`config.mk`:
```
export PLATFORM = sky130hd
export DESIGN_NAME = matrix_decoder
export DESIGN_NICKNAME = d
export VERILOG_FILES = /design/src/rtl/matrix_codec_pkg.sv /design/src/rtl/matrix_decoder_ctrl.sv /design/src/rtl/matrix_decoder.sv
export SDC_FILE = /design/constraint.sdc
export NUM_CORES = 1
export LEC_CHECK = 0
export CAP_MARGIN = 25
export CELL_PAD_IN_SITES_DETAIL_PLACEMENT = 0
export CELL_PAD_IN_SITES_GLOBAL_PLACEMENT = 1
export CORE_UTILIZATION = 44
export DETAILED_ROUTE_END_ITERATION = 12
export PLACE_DENSITY = 0.89
export SYNTH_ARGS = -nofsm -noshare
export SYNTH_HDL_FRONTEND = slang
export SYNTH_SLANG_ARGS = --single-unit
export TNS_END_PERCENT = 30
```
`constraint.sdc`:
```
create_clock -name clk -period 3.35 [get_ports clk]
set_input_delay 0.67 -clock clk [delete_from_list [all_inputs] [get_ports clk]]
set_output_delay 0.67 -clock clk [all_outputs]
set_load 0.02 [all_outputs]
```
`src/rtl/matrix_codec_pkg.sv`:
```
// Shared definitions for the 5x5 slice-matrix encoder/decoder pair.
// Bit index of a line is 5*y+x; both sides must use these helpers.
package matrix_codec_pkg;

    localparam int WIDTH    = 25;
    localparam int LINES    = 64;
    localparam int CNT_W    = 7;
    localparam int ADDR_W   = 7;
    localparam int OUT_BASE = 64;

    typedef enum logic [2:0] {
        ST_IDLE,
        ST_READ,
        ST_WAIT,
        ST_WRITE,
        ST_DONE
    } dec_state_t;

    // Column parity: bit x is the XOR of the five bits in column x.
    function automatic logic [4:0] col_parity(input logic [WIDTH-1:0] line);
        logic [4:0] par;
        par = '0;
        for (int y = 0; y < 5; y++) begin
            for (int x = 0; x < 5; x++) begin
                par[x] = par[x] ^ line[5*y+x];
            end
        end
        return par;
    endfunction

    // Mask applied to every row: neighbour columns (x-1) and (x+1) mod 5.
    function automatic logic [WIDTH-1:0] parity_spread(input logic [4:0] par);
        logic [WIDTH-1:0] mask;
        mask = '0;
        for (int y = 0; y < 5; y++) begin
            for (int x = 0; x < 5; x++) begin
                mask[5*y+x] = par[(x+4)%5] ^ par[(x+1)%5];
            end
        end
        return mask;
    endfunction

endpackage

```
`src/rtl/matrix_decoder_ctrl.sv`:
```
// Sequencer for the decoder: walks the 64 lines with a read/wait/write
// cadence and produces the memory strobes plus datapath enables.
module matrix_decoder_ctrl
    import matrix_codec_pkg::*;
(
    input  logic              clk,
    input  logic              rst,
    input  logic              start,
    output logic              busy,
    output logic              done,
    output logic              mem_rd,
    output logic              mem_wr,
    output logic [ADDR_W-1:0] mem_addr,
    output logic              accept,
    output logic              capture
);

    dec_state_t       state_reg;
    dec_state_t       state_next;
    logic [CNT_W-1:0] cnt_reg;
    logic             last_line;

    assign last_line = (cnt_reg == CNT_W'(LINES - 1));

    // State and line counter; counter clears when a run is accepted and
    // holds at the terminal value so it can never wrap mid-run.
    always_ff @(posedge clk or negedge rst) begin
        if (!rst) begin
            state_reg <= ST_IDLE;
            cnt_reg   <= '0;
        end else begin
            state_reg <= state_next;
            if (accept) begin
                cnt_reg <= '0;
            end else if (state_reg == ST_WRITE && !last_line) begin
                cnt_reg <= cnt_reg + 1'b1;
            end
        end
    end

    // Next-state and strobe decode; start only matters in IDLE.
    always_comb begin
        state_next = state_reg;
        busy       = 1'b1;
        done       = 1'b0;
        mem_rd     = 1'b0;
        mem_wr     = 1'b0;
        mem_addr   = '0;
        accept     = 1'b0;
        capture    = 1'b0;
        case (state_reg)
            ST_IDLE: begin
                busy = 1'b0;
                if (start) begin
                    accept     = 1'b1;
                    state_next = ST_READ;
                end
            end
            ST_READ: begin
                mem_rd     = 1'b1;
                mem_addr   = ADDR_W'(cnt_reg);
                state_next = ST_WAIT;
            end
            ST_WAIT: begin
                capture    = 1'b1;
                state_next = ST_WRITE;
            end
            ST_WRITE: begin
                mem_wr     = 1'b1;
                mem_addr   = ADDR_W'(OUT_BASE) + ADDR_W'(cnt_reg);
                state_next = last_line ? ST_DONE : ST_READ;
            end
            ST_DONE: begin
                done       = 1'b1;
                state_next = ST_IDLE;
            end
            default: begin
                state_next = ST_IDLE;
            end
        endcase
    end

endmodule

```
`src/rtl/matrix_decoder.sv`:
```
// Matrix decoder top: undoes the column-parity mixing line by line using
// the previously decoded line, reading words 0..63 and writing 64..127.
module matrix_decoder
    import matrix_codec_pkg::*;
(
    input  logic              clk,
    input  logic              rst,
    input  logic              start,
    output logic              done,
    output logic              busy,
    output logic [ADDR_W-1:0] mem_addr,
    output logic              mem_rd,
    input  logic [WIDTH-1:0]  mem_rdata,
    output logic              mem_wr,
    output logic [WIDTH-1:0]  mem_wdata
);

    logic             accept;
    logic             capture;
    logic [WIDTH-1:0] prev_reg;
    logic [WIDTH-1:0] hold_reg;
    logic [WIDTH-1:0] decoded_next;

    matrix_decoder_ctrl u_ctrl (
        .clk      (clk),
        .rst      (rst),
        .start    (start),
        .busy     (busy),
        .done     (done),
        .mem_rd   (mem_rd),
        .mem_wr   (mem_wr),
        .mem_addr (mem_addr),
        .accept   (accept),
        .capture  (capture)
    );

    // Strip the mask derived from the previous line's column parity.
    assign decoded_next = mem_rdata ^ parity_spread(col_parity(prev_reg));

    // Holding register keeps write data stable through WRITE; prev tracks
    // the last decoded line and restarts from zero for every run.
    always_ff @(posedge clk or negedge rst) begin
        if (!rst) begin
            prev_reg <= '0;
            hold_reg <= '0;
        end else begin
            if (accept) begin
                prev_reg <= '0;
            end else if (mem_wr) begin
                prev_reg <= hold_reg;
            end
            if (capture) begin
                hold_reg <= decoded_next;
            end
        end
    end

    assign mem_wdata = mem_wr ? hold_reg : '0;

endmodule

```
* Yosys cells after proc, flatten, opt, wreduce, memory -nomap -nowiden
Cells that the tools add are included.
W data, S select, Z words.
** Storage, ports and cells
- Flip-flop bits (word level) :: 60
- Latch bits :: 0
- RAM bits :: 0
- Memory bits (read-only) :: 0
- Input bits :: 28
- Output and inout port bits :: 36
- Word-level logic and storage cells :: 59
- Memories :: 0
** Operators by class
- $add $sub $neg :: 2
- Multiply operators :: 0
- Div/mod/pow operators :: 0
- Magnitude comparators :: 0
- Equal/unequal tests :: 6
- Shift-type cells :: 0
- Muxes and demuxes :: 16
- Bitwise gates (word level) :: 26
- Reductions and logical operators :: 5
** Operator list (count)
- $mux W25 :: 3
- $xor A1 B1 Y1 :: 25
- $xor A25 B25 Y25 :: 1
- $mux W7 :: 2
- $pmux W7 S2 :: 1
- $pmux W3 S4 :: 1
- $add A7 B1 Y7 const B :: 1
- $add A7 B7 Y7 const A :: 1
- $eq A7 B6 Y1 const B :: 1
- $mux W1 :: 7
- $eq A3 B2 Y1 const B :: 2
- $mux W3 :: 2
- $reduce_bool A2 Y1 :: 2
- $eq A3 B1 Y1 const B :: 1
- $eq A3 B3 Y1 const B :: 1
- $logic_not A3 Y1 :: 1
- $ne A2 B2 Y1 const B :: 1
- $logic_and A1 B1 Y1 :: 1
- $logic_not A1 Y1 :: 1

* Longest topological paths before layout
Gate-level depths: netlist of the first run.
- Word-level depth :: 6
- Gate-level depth with buffers :: 7
- Mapped depth without buffers :: 5

* Hierarchy
Synthesis of the first run repeated with hierarchy kept, for this count alone.
** Unflattened totals
- Cells, all modules :: 268
- Area total of the unflattened synthesis :: 3383.2 sq um
** By module, submodules not included
- matrix_decoder :: times used 1, cells each 207, area each 2805.2 sq um, sequential area each 1251.2 sq um
- matrix_decoder_ctrl :: times used 1, cells each 61, area each 578.1 sq um, sequential area each 250.2 sq um

* Worst setup path after synthesis of the first run
Ideal clock, no wire load.
- Path kind :: reg2out
- Start :: register u_ctrl.state_reg[2]
- End :: output mem_wdata[15]
- Arrival :: 1591 ps
- Required time :: 2680 ps
- Setup slack :: 1089 ps
- Cell stages (with the launch flop) :: 6
- Buffers on the path :: 1
- Path through :: dfrtp_1 -> nand3b_1 -> inv_2 -> buf_1 -> nand2_1 -> inv_1
** Between the ends
- Cells in the longest elaborated chain, start to end :: 3
** RTL lines
- from (decl) :: RTL line matrix_decoder_ctrl.sv:18 : dec_state_t state_reg;
- from (signal assigned) :: RTL line matrix_decoder_ctrl.sv:32 : state_reg <= state_next;
- $eq A3 B2 Y1 :: RTL line matrix_decoder_ctrl.sv:51 : case (state_reg)
- $mux W1 :: RTL line matrix_decoder_ctrl.sv:51
- via mem_wr :: RTL line matrix_decoder.sv:14 : output logic mem_wr,
- $mux W25 :: RTL line matrix_decoder.sv:58 : assign mem_wdata = mem_wr ? hold_reg : '0;
- to (decl) :: RTL line matrix_decoder.sv:15 : output logic [WIDTH-1:0] mem_wdata
The timed path passes the listed nets, and every way through them passes these cells.

* Worst setup path after layout of the first run
- Start :: register u_ctrl.state_reg[2]
- End :: output mem_wdata[14]
** Between the ends
- Cells in the longest elaborated chain, start to end :: 3
** RTL lines (RTL line)
- $eq A3 B2 Y1 :: matrix_decoder_ctrl.sv:51
- $mux W1 :: matrix_decoder_ctrl.sv:51
- $mux W25 :: matrix_decoder.sv:58
No other way between the ends.

==> results of run 1 <==
==> area by class of cell <==
| cell class | instances | share of cell area, % |
|---|---|---|
| multi-input combinational | 214 | 39.4 |
| timing repair buffer | 67 | 15.2 |
| inverter | 29 | 2.53 |
| clock buffer | 11 | 3.29 |
| sequential | 60 | 34.9 |
| tap | 99 | 2.88 |
| clock inverter | 5 | 1.74 |
==> layer usage <==
layer	vias up	wire length, µm	global-route usage [%]
li1	1166	-	-
met3	10	284	3.97
met5	-	0	0
met2	60	3230	30.1
met4	0	114	9.09
met1	1137	3390	27.2
==> cell usage in the layout, fill, tap and decap left out, drive strengths merged, types with 3 or more instances in the layout <==
cell type | Yosys | layout
and2 | 7 | 7
clkbuf | 11 | 11
xnor2 | 8 | 8
o21ai | 31 | 31
nand2 | 78 | 78
xor3 | 10 | 10
clkdlybuf4s50 | 0 | 62
xnor3 | 20 | 20
a21oi | 29 | 29
inv | 29 | 29
nor2 | 5 | 5
buf | 5 | 5
dfrtp | 60 | 60
clkinv | 0 | 3
xor2 | 4 | 4
nand3 | 4 | 4
==> kinds of logic after synthesis <==
group | Yosys count | synth area share, %
xor+xnor | 42 | 26.2
buf+inv | 45 | 5.09
simple gates | 107 | 13.7
fa+ha+maj | 1 | 0.371
compound gates | 64 | 10.1
flops | 60 | 44.6
==> worst register-to-register path, cell delays in order, from the launching register on <==
cell      delay [ns]
dfrtp_1         0.44
nand3b_1        0.21
inv_2           0.43
o21ai_0         0.50
or4_1           0.59
a21oi_1         0.14
==> worst min-delay path by stage <==
stage                       startpoint      endpoint  slack (ns)  depth (start not counted)
after floorplan                    rst   hold_reg[0]        0.37                          0
after global placement    hold_reg[21]  hold_reg[21]        0.46                          2
after detailed placement  hold_reg[21]  hold_reg[21]        0.47                          2
after CTS                 hold_reg[21]  hold_reg[21]        0.48                          2
after global routing       hold_reg[2]   hold_reg[2]        0.50                          2
final                              rst   hold_reg[5]        0.48                          2
==> metrics by stage <==
stage | setup WS, ns | area, µm² | utilization, % | std cells | hold slack, ns
floorplan | 1.09 | 3370 | - | 319 | 0.374
global placement | 0.768 | 4090 | 55.7 | 469 | 0.463
detailed placement | 0.709 | 4090 | 55.7 | 469 | 0.467
CTS | 0.330 | 4300 | 58.7 | 485 | 0.480
global route | 0.190 | 4300 | 58.7 | 485 | 0.505
finish | 0.350 | 4300 | 58.7 | 485 | 0.476
==> impl_metrics.ini, run 1 <==
[finish]
nNetsFinal = 410
multi_input_area_um2 = 1700
drive_above_1_share_pct = 8.29
num_antenna_cells = 0
n_fill_cell = 587
area_growth_pct = 27.7
register_area_um2 = 1500

[placement]
portBuffers = 63
dp_hpwl_mm = 4.80
place.gp.congestion = 0.750

[floorplan]
die-area_um2 = 8010
core-area_um2 = 7330
num_io_pins = 64
start_util_pct = 46.0
row_count = 31
die_h_um = 89.5
die_w_um = 89.5

[logic_synthesis]
synth_most_common_cell = nand2_1
ys_ff_latch = 60
synth_edf_count = 0
synth.area.top_cells = dfrtp_1 45%, xnor3_1 12%, nand2_1 8.7%, xor3_1 6.3%, a21oi_1 4.3%
ys_seq_area_share_pct = 44.6
synth_fp_nets = 348
synth.avg_cell_area_um2 = 10.6
yosys_warnings = 0
synth_top_area_share_pct = 44.6
dominantRegCellSynth = dfrtp_1
syn_inst = 319
synth_area_leader_cell = dfrtp_1
synth_cell_type_count = 36
synth_area_um2 = 3370
synth_common_cells = 78 x nand2_1, 60 x dfrtp_1, 29 x a21oi_1
synthArstFlopShare_pct = 100

[critical_path]
worstSetupStartpoint = u_ctrl.state_reg[2]
endpoint = mem_wdata[14]
max_stage_delay_ns = 0.60
r2r-end = u_ctrl.cnt_reg[5]
critical_path_depth = 5
slowest_stage = clkdlybuf4s50_1
required_ns = 2.68
cp.arrival_ns = 2.33
r2r_slack_ns = 0.97
cp_max_fo = 27
crit_type = register to output port
timing.rr.start = u_ctrl.state_reg[2]
path_cells = nand3b_1 -> inv_2 -> nand2_1 -> inv_1 -> clkdlybuf4s50_1
reg2regPathDepth = 5
path_buf_inv = 3
crit_family = buffers and inverters
critPathLaunchType = register
worst_setup_path_end_kind = output port

[route]
routed_wl_mm = 7.02
drt_iter0_markers = 138
drtAntennaViolNets = 0
via_per_inst = 4.89
drc = 0
dr.pass1.iters = 4
dr_total_vias = 2373
wl_per_cell_um = 14.5

[clock_network]
cts_tree = built
clock_path_buffers = 2
cts_root_buf = clkbuf_8
clkLatencyLatePin_ns = 0.34
htree_num_levels = 3
clock_sinks = 60
cts_buffers = 9
postCtsSetupRepairBufs = 0
ctsResizeCount = 0
hold_buffers = 0
path_clk_slew_ns = 0.07

[global_route]
track_usage_pct = 19.7
grt_pass1_wl_mm = 11.2
antenna_found_initial = 0
overflow = 0
grt_pass1_vias = 2251
grt_max_degree = 61

[sta]
skew_ns = 0.0113
worstMarginPinSlew_ns = 0.945
tns_ns = 0
setup_viol = 0
fin_crit_sh_pct = 89.5
period_minus_slack_ns = 3.00
slew_violations = 0
max_clock_freq_mhz = 333
hold_viol_final = 0
rsz0062_at_grt = no
relSlewSlack_pct = 36.3

[hold_path]
worst_hold_path_type = input pin to asynchronous set/reset pin

[status]
run_status = finished clean

[job]
max_cap_viol_count = 0
Power of run 1 is not shown: default switching activity piles up to over one toggle a cycle in this logic, so the estimate is an artifact.
==> run 2: changes to the inputs <==
CORE_UTILIZATION = 40   (was 44)
PLACE_DENSITY = 0.82   (was 0.89)
==> run 2 against run 1 <==
Setup slack better by 0.036 ns. First-iteration DRC count is 25% lower. Critical path depth stayed put. Final area is 0.12% lower. Hold slack worse by 0.28 ns. Core utilization is 6.1 points lower. Critical endpoint is now mem_wdata[0]. Largest cell class unchanged.
==> impl_metrics.ini, run 2 (synthesized netlist as in run 1, its figures left out) <==
[sta]
max_clock_freq_mhz = 337
rsz0062_at_grt = no
tns_ns = 0
slew_violations = 0
relSlewSlack_pct = 47.0
skew_ns = 0.00784
fin_crit_sh_pct = 88.5
period_minus_slack_ns = 2.96
hold_viol_final = 0
worstMarginPinSlew_ns = 0.791
setup_viol = 0

[hold_path]
worst_hold_path_type = input pin to asynchronous set/reset pin

[finish]
layout_commonest_cell = nand2_1
num_antenna_cells = 0
final_cell_mix = 78 x nand2_1, 62 x clkdlybuf4s50_1, 60 x dfrtp_1
stdcell_area_um2 = 4300
nNetsFinal = 412
area_growth_pct = 27.6
drive_above_1_share_pct = 8.76

[critical_path]
timing.rr.start = prev_reg[4]
slowest_stage = clkdlybuf4s50_1
crit_family = buffers and inverters
max_stage_delay_ns = 0.60
critPathLaunchType = register
cp_max_fo = 27
path_buf_inv = 3
cp.arrival_ns = 2.29
worstSetupStartpoint = u_ctrl.state_reg[2]
required_ns = 2.68
path_cells = nand3b_1 -> inv_2 -> nand2_1 -> inv_1 -> clkdlybuf4s50_1
worst_setup_path_end_kind = output port
crit_type = register to output port

[placement]
place.gp.congestion = 0.734
dp_hpwl_mm = 4.91
portBuffers = 63
placed_cell_area_um2 = 4100

[clock_network]
cts_root_buf = clkbuf_8
path_clk_slew_ns = 0.07
postCtsSetupRepairBufs = 0
hold_buffers = 0
ctsResizeCount = 0
clock_sinks = 60
cts_buffers = 9
clkLatencyLatePin_ns = 0.34
clock_path_buffers = 2
htree_num_levels = 3
cts_tree = built

[global_route]
track_usage_pct = 18.0
grt_pass1_vias = 2301
overflow = 0
grt_pass1_wl_mm = 11.6
use_met2_pct = 28.9
use_met1_pct = 23.7
grt_max_degree = 50
met3_usage_pct = 5.26
antenna_found_initial = 0
top_usage_layer = met2

[floorplan]
row_count = 33
die-area_um2 = 8790
die_h_um = 93.8
start_util_pct = 41.2
num_io_pins = 64
die_w_um = 93.8
core-area_um2 = 8180

[route]
dr_total_vias = 2372
drtAntennaViolNets = 0
wl_per_cell_um = 14.5
dr.pass1.iters = 6
drt_iter0_markers = 104
via_per_inst = 4.81
drc = 0
routed_wl_mm = 7.13

[status]
run_status = finished clean

[job]
max_cap_viol_count = 0
[run 2: metal layers]
| layer | vias up | share of wire (%) |
|---|---|---|
| met5 | - | 0 |
| met2 | 53 | 49 |
| li1 | 1175 | - |
| met3 | 6 | 4.6 |
| met1 | 1138 | 46 |
| met4 | 0 | 1.0 |
[run 2: final cells by class]
cell class / instances / area (µm²)
fill: 742 / 3880
multi-input combinational: 214 / 1700
sequential: 60 / 1500
timing repair buffer: 69 / 691
clock buffer: 11 / 141
tap: 105 / 131
inverter: 29 / 109
clock inverter: 5 / 27.5
[run 2: final timing paths]
path,cells past startpoint,slack (ns),endpoint
min,1,0.20,hold_reg[14]
max in group asynchronous,2,2.25,prev_reg[2]
min in group clk,2,0.48,hold_reg[8]
max reg2reg,4,1.16,hold_reg[3]
max,5,0.39,mem_wdata[0]
min reg2reg,2,0.48,hold_reg[8]
[run 2: through the flow]
stage / hold WS [ns] / utilization [%] / instances / setup slack [ns]
floorplan: 0.374 / - / 319 / 1.09
global placement: 0.463 / 50.2 / 476 / 0.781
detailed placement: 0.470 / 50.2 / 476 / 0.735
CTS: 0.193 / 52.2 / 492 / 0.352
global route: 0.198 / 52.6 / 493 / 0.167
finish: 0.200 / 52.6 / 493 / 0.386
Power of run 2 is left out for the same reason.
